==> config.mk <==
export PLATFORM = sky130hd
export DESIGN_NAME = alu_cmd_seq
export DESIGN_NICKNAME = d
export VERILOG_FILES = /design/src/rtl/alu_cmd_seq.sv
export SDC_FILE = /design/constraint.sdc
export NUM_CORES = 1
export LEC_CHECK = 0
export CAP_MARGIN = 10
export CORE_MARGIN = 1
export CORE_UTILIZATION = 40
export CTS_CLUSTER_DIAMETER = 40
export DETAILED_ROUTE_END_ITERATION = 8
export PLACE_DENSITY = 0.75
export RECOVER_POWER = 50
export SYNTH_ARGS = -nofsm -noshare
export SYNTH_HDL_FRONTEND = slang
export SYNTH_SLANG_ARGS = --single-unit
==> constraint.sdc <==
create_clock -name clk -period 2.8 [get_ports clk]
set_input_delay 0.7 -clock clk [delete_from_list [all_inputs] [get_ports clk]]
set_output_delay 0.7 -clock clk [all_outputs]
set_load 0.05 [all_outputs]
==> src/rtl/alu_cmd_seq.sv <==
// Command sequencer in front of a combinational 4-bit ALU: issues registered operands,
// captures the result and flags, and keeps an accumulator, sticky overflow and op count.
module alu_cmd_seq #(
  parameter int WIDTH = 4,
  parameter int CNT_W = 8
) (
  input  logic             clk,
  input  logic             rst,
  input  logic             cmd_valid,
  output logic             cmd_ready,
  input  logic [2:0]       cmd_op,
  input  logic [WIDTH-1:0] cmd_x,
  input  logic [WIDTH-1:0] cmd_y,
  input  logic             cmd_acc,
  output logic [2:0]       alu_op,
  output logic [WIDTH-1:0] alu_x,
  output logic [WIDTH-1:0] alu_y,
  input  logic [WIDTH-1:0] alu_s,
  input  logic             alu_c,
  input  logic             alu_zero,
  input  logic             alu_ovf,
  output logic             res_valid,
  input  logic             res_ready,
  output logic [WIDTH-1:0] res_s,
  output logic             res_c,
  output logic             res_zero,
  output logic             res_ovf,
  output logic [WIDTH-1:0] acc,
  output logic             sticky_ovf,
  input  logic             clr_sticky,
  output logic [CNT_W-1:0] op_cnt
);
  // Both handshakes: a transfer happens on a rising edge where valid and ready are both
  // high; the producer keeps valid and its payload stable until that edge.
  localparam logic [2:0] OP_ADD = 3'b000;
  localparam logic [2:0] OP_SUB = 3'b001;
  localparam logic [2:0] OP_SLT = 3'b110;
  localparam logic [2:0] OP_EQ  = 3'b111;
  localparam logic [CNT_W-1:0] CNT_ONE = {{(CNT_W-1){1'b0}}, 1'b1};

  typedef enum logic [1:0] {
    IDLE = 2'd0,
    EXEC = 2'd1,
    DONE = 2'd2
  } state_t;

  state_t state;
  logic   cmd_fire;
  logic   acc_write;
  logic   ovf_op;

  // In DONE a new command may enter only on the edge that also drains the result.
  assign cmd_ready = (state == IDLE) || ((state == DONE) && res_ready);
  assign cmd_fire  = cmd_valid && cmd_ready;
  assign acc_write = (alu_op != OP_SLT) && (alu_op != OP_EQ);
  assign ovf_op    = (alu_op == OP_ADD) || (alu_op == OP_SUB);

  always_ff @(posedge clk) begin
    if (rst) begin
      state      <= IDLE;
      alu_op     <= '0;
      alu_x      <= '0;
      alu_y      <= '0;
      res_valid  <= 1'b0;
      res_s      <= '0;
      res_c      <= 1'b0;
      res_zero   <= 1'b0;
      res_ovf    <= 1'b0;
      acc        <= '0;
      sticky_ovf <= 1'b0;
      op_cnt     <= '0;
    end else begin
      // A capture later in this block overrides the clear when both land together.
      if (clr_sticky) sticky_ovf <= 1'b0;

      if (cmd_fire) begin
        alu_op <= cmd_op;
        alu_x  <= cmd_acc ? acc : cmd_x;
        alu_y  <= cmd_y;
      end

      case (state)
        IDLE: begin
          if (cmd_fire) state <= EXEC;
        end
        EXEC: begin
          res_s     <= alu_s;
          res_c     <= alu_c;
          res_zero  <= alu_zero;
          res_ovf   <= alu_ovf;
          res_valid <= 1'b1;
          op_cnt    <= op_cnt + CNT_ONE;
          if (acc_write) acc <= alu_s;
          if (ovf_op && alu_ovf) sticky_ovf <= 1'b1;
          state <= DONE;
        end
        DONE: begin
          if (res_ready) begin
            res_valid <= 1'b0;
            state     <= cmd_valid ? EXEC : IDLE;
          end
        end
        default: state <= IDLE;
      endcase
    end
  end
endmodule
==> impl_results.md <==
* Crit path time final at roughly 2.5 ns
* DP Wirelength at about 2500 um
* Post-synthesis mux area share at between 4 and 5%
* Post-CTS setup buffer count at 0
* Count leader, synth: dfxtp_1
* Critical path class: input port to primary output
* Utilization after layout at roughly three fifths
* Core area at approximately 0.0034 mm^2
* Synth cell types at 33
* Top-Level Pins at 57
* CTS tree: done
* Die ar. at 0.00386 mm^2
* RSZ-0062 raised after global routing: false
* Number of buffers created by CTS at 5
* Crit. End Element: primary output
* Fill count at between 200 and 300
* Initial antenna violation count at 0
* Gates resized, CTS repair at 0
* Worst-path fanout max at 3
* Share of layout cells above drive strength 1 at under 10%
* IO buf count at 56
* FP Rows at 21
* Initial DRC Count at 123
* Synth warn at 0
* Placed Instance Area at approximately 0.0020 mm^2
* Remaining Overflow, GRT at 0
* CTS Root Cell: clkbuf_4
* Worst slew pin tran at 1.53 ns
* Yosys top cell area share at a little under half
* Leak pwr at 0.737 nW
* Adder-Cell Fraction of Synth Area at less than 1%
* Synth cell count leaders: 34 x dfxtp_1, 24 x a21oi_1, 19 x nand2_1
* CTS Buffer Depth at 2
* Final Setup Violations at 0
* CTS H-tree lvls at 2
* Post-synth EDFFs at 0
* FMAX at around 0.40 GHz
* Nets at about 250
* Area growth syn-to-layout at 44.6%
* Final setup TNS at 0 ns
* Vias in the first global route at around 1400
* Sequential-to-total area share from yosys stat at a little under half
* CTS clk-pin slew, worst paths at about 0.10 ns
* Worst EP required at ~2.1 ns
* Peak supply drop at roughly 0.00037 V
* Clk Latency, worst-skew pair at between 0.3 and 0.4 ns
* Synth area leader: dfxtp_1
* Clk sinks at 34
* Flops & latches, synth at 34
* Worst r2r path cells at 4
* Detailed-route wire length at roughly 3500 um
* Overall global routing resource usage at just over 20%
* Critical R2R Launch: state[0]
* Synthesized Nets at roughly 190
* Slew margin rel. at -1.68%
* CP Data Arrival Time at roughly 1.8 ns
* Worst Hold Launch: res_s[3]
* Final Cycle Share at between 80% and 90%
* Failing checks: max-capacitance violations, max-slew violations
* Hold crit path type: register to register
* Post-synthesis cell area at between 0.001 and 0.0015 mm^2
* Largest family of logic cells by synthesized area: simple AND/OR/NAND/NOR gates
* Clock skew at 0.00937 ns
* Fraction of synthesis flops using an asynchronous set or reset pin at 0%
* Drt first pass iters at 4
* Drt drc at 0
* Dpl ws at ~0.32 ns
* Final worst slack at around 0.29 ns
* Post-Synth Simple-Gate Area at 20.7%
* Via count at approximately 1400
* Compound-Gate Fraction of Synth Area at roughly a fifth
* Largest net degree at the start of global routing at 37
* Fin. Hold Viols at 0
* Worst R2R End: op_cnt[0]
* Pins Over Slew Limit at 37
* ANT nets after route at 0
* RD Place Congestion at 0.771
* Hold Slack at between 0.4 and 0.5 ns
* Worst setup SP type: input port
* Starting Density at between 40% and 50%
* Post-synthesis xor/xnor area fraction at about 1.2%
* Status: finished with violations
* Mapped Cells at 167
* First-pass GRT wire length at around 6300 um
* Die Y at 62.1 um
* Max-Cap Viols at 1
* PD cells at approximately 500 mW/mm^2
* Most used flip-flop cell after synthesis: dfxtp_1
* Fin area at 0.00209 mm^2
* Mean post-synth cell area at approximately 8.7 um^2
* Worst Hold Endpoint: res_s[3]
* Reg2reg setup slack at ~1.1 ns
* Hold depth at 2
* Dominant cells by area after synthesis: dfxtp_1 47%, a21oi_1 8.3%, nand2_1 4.9%
* Routed WL per cell at between 10 and 15 um
* Inserted Diodes at 0
* Cts hold-fix bufs at 0
* Via density at approximately 5.2
* Die Wd at around 62 um
[sequential cells by signal, summed over array words and instances, names as in the netlist]
signal      cells
acc             4
alu_op          3
alu_x           4
alu_y           4
op_cnt          8
res_c           1
res_ovf         1
res_s           4
res_valid       1
res_zero        1
state           2
sticky_ovf      1
[logic make-up after synthesis]
family / count (synthesis)
AOI/OAI and AO/OA: 47
adders and majority gates: 1
and+or+nand+nor: 57
xor gates and xnor gates: 2
DFF: 34
buffers and inverters: 20
muxes: 6
[layout by cell type (no fill, tap or decap), types with 2 or more instances in the layout]
cell type / synthesis / layout
a21oi_1: 24 / 24
a311oi_1: 4 / 4
a31oi_1: 4 / 4
buf_4: 2 / 3
clkbuf_1: 3 / 3
clkbuf_4: 0 / 5
clkdlybuf4s50_1: 0 / 55
dfxtp_1: 34 / 34
inv_1: 5 / 5
mux2_2: 2 / 2
mux2i_1: 4 / 4
nand2_1: 19 / 19
nand3_1: 6 / 6
nand4_1: 7 / 7
nor2_1: 8 / 8
nor2b_1: 4 / 4
nor4_1: 2 / 2
o21ai_0: 7 / 7
o31ai_1: 7 / 7
or3_1: 3 / 3
xnor2_1: 2 / 2
[where the power goes]
part / switching [mW] / internal, mW
Combinational: 0.143 / 0.0977
Clock: 0.159 / 0.122
Sequential: 0.0207 / 0.507
Total: 0.322 / 0.727
[area by class of cell]
type	count	area, um^2	share of cell area (%)
flip-flops and latches	34	681	32.6
multi-input cells	113	668	32.0
repair buffers	61	601	28.7
well taps	46	57.6	2.75
clock buffers	7	55.1	2.63
inverters	6	22.5	1.08
clock inverters	1	5.00	0.240
[metrics by stage]
stage / std cells / total power [mW]
CTS: 268 / 1.06
global route: 268 / 1.09
global placement: 260 / 0.776
detailed placement: 260 / 0.781
floorplan: 167 / 0.685
finish: 268 / 1.05
[worst max path at each step]
stage                     startpoint        end  slack (ns)  depth (start not counted)
after floorplan            res_ready  cmd_ready        0.33                          3
after global placement     res_ready  cmd_ready        0.32                          4
after detailed placement   res_ready  cmd_ready        0.32                          4
after CTS                  res_ready  cmd_ready        0.28                          4
after global routing             rst  op_cnt[6]        0.17                          4
final                      res_ready  cmd_ready        0.29                          4
[worst max-delay path: stages]
cell and delay, ns:
clkdlybuf4s50_1 0.48, and2b_1 0.19, nor2_1 0.25, buf_12 0.18
[metal layers]
layer  vias up  share of wire, %  track usage (%)
li1        703                 -                -
met1       649                43             24.4
met2        43                50             34.6
met3         6               5.5             5.88
met4         0               1.4             8.43
met5         -                 0                0
Power figures use the tool's default switching activity.
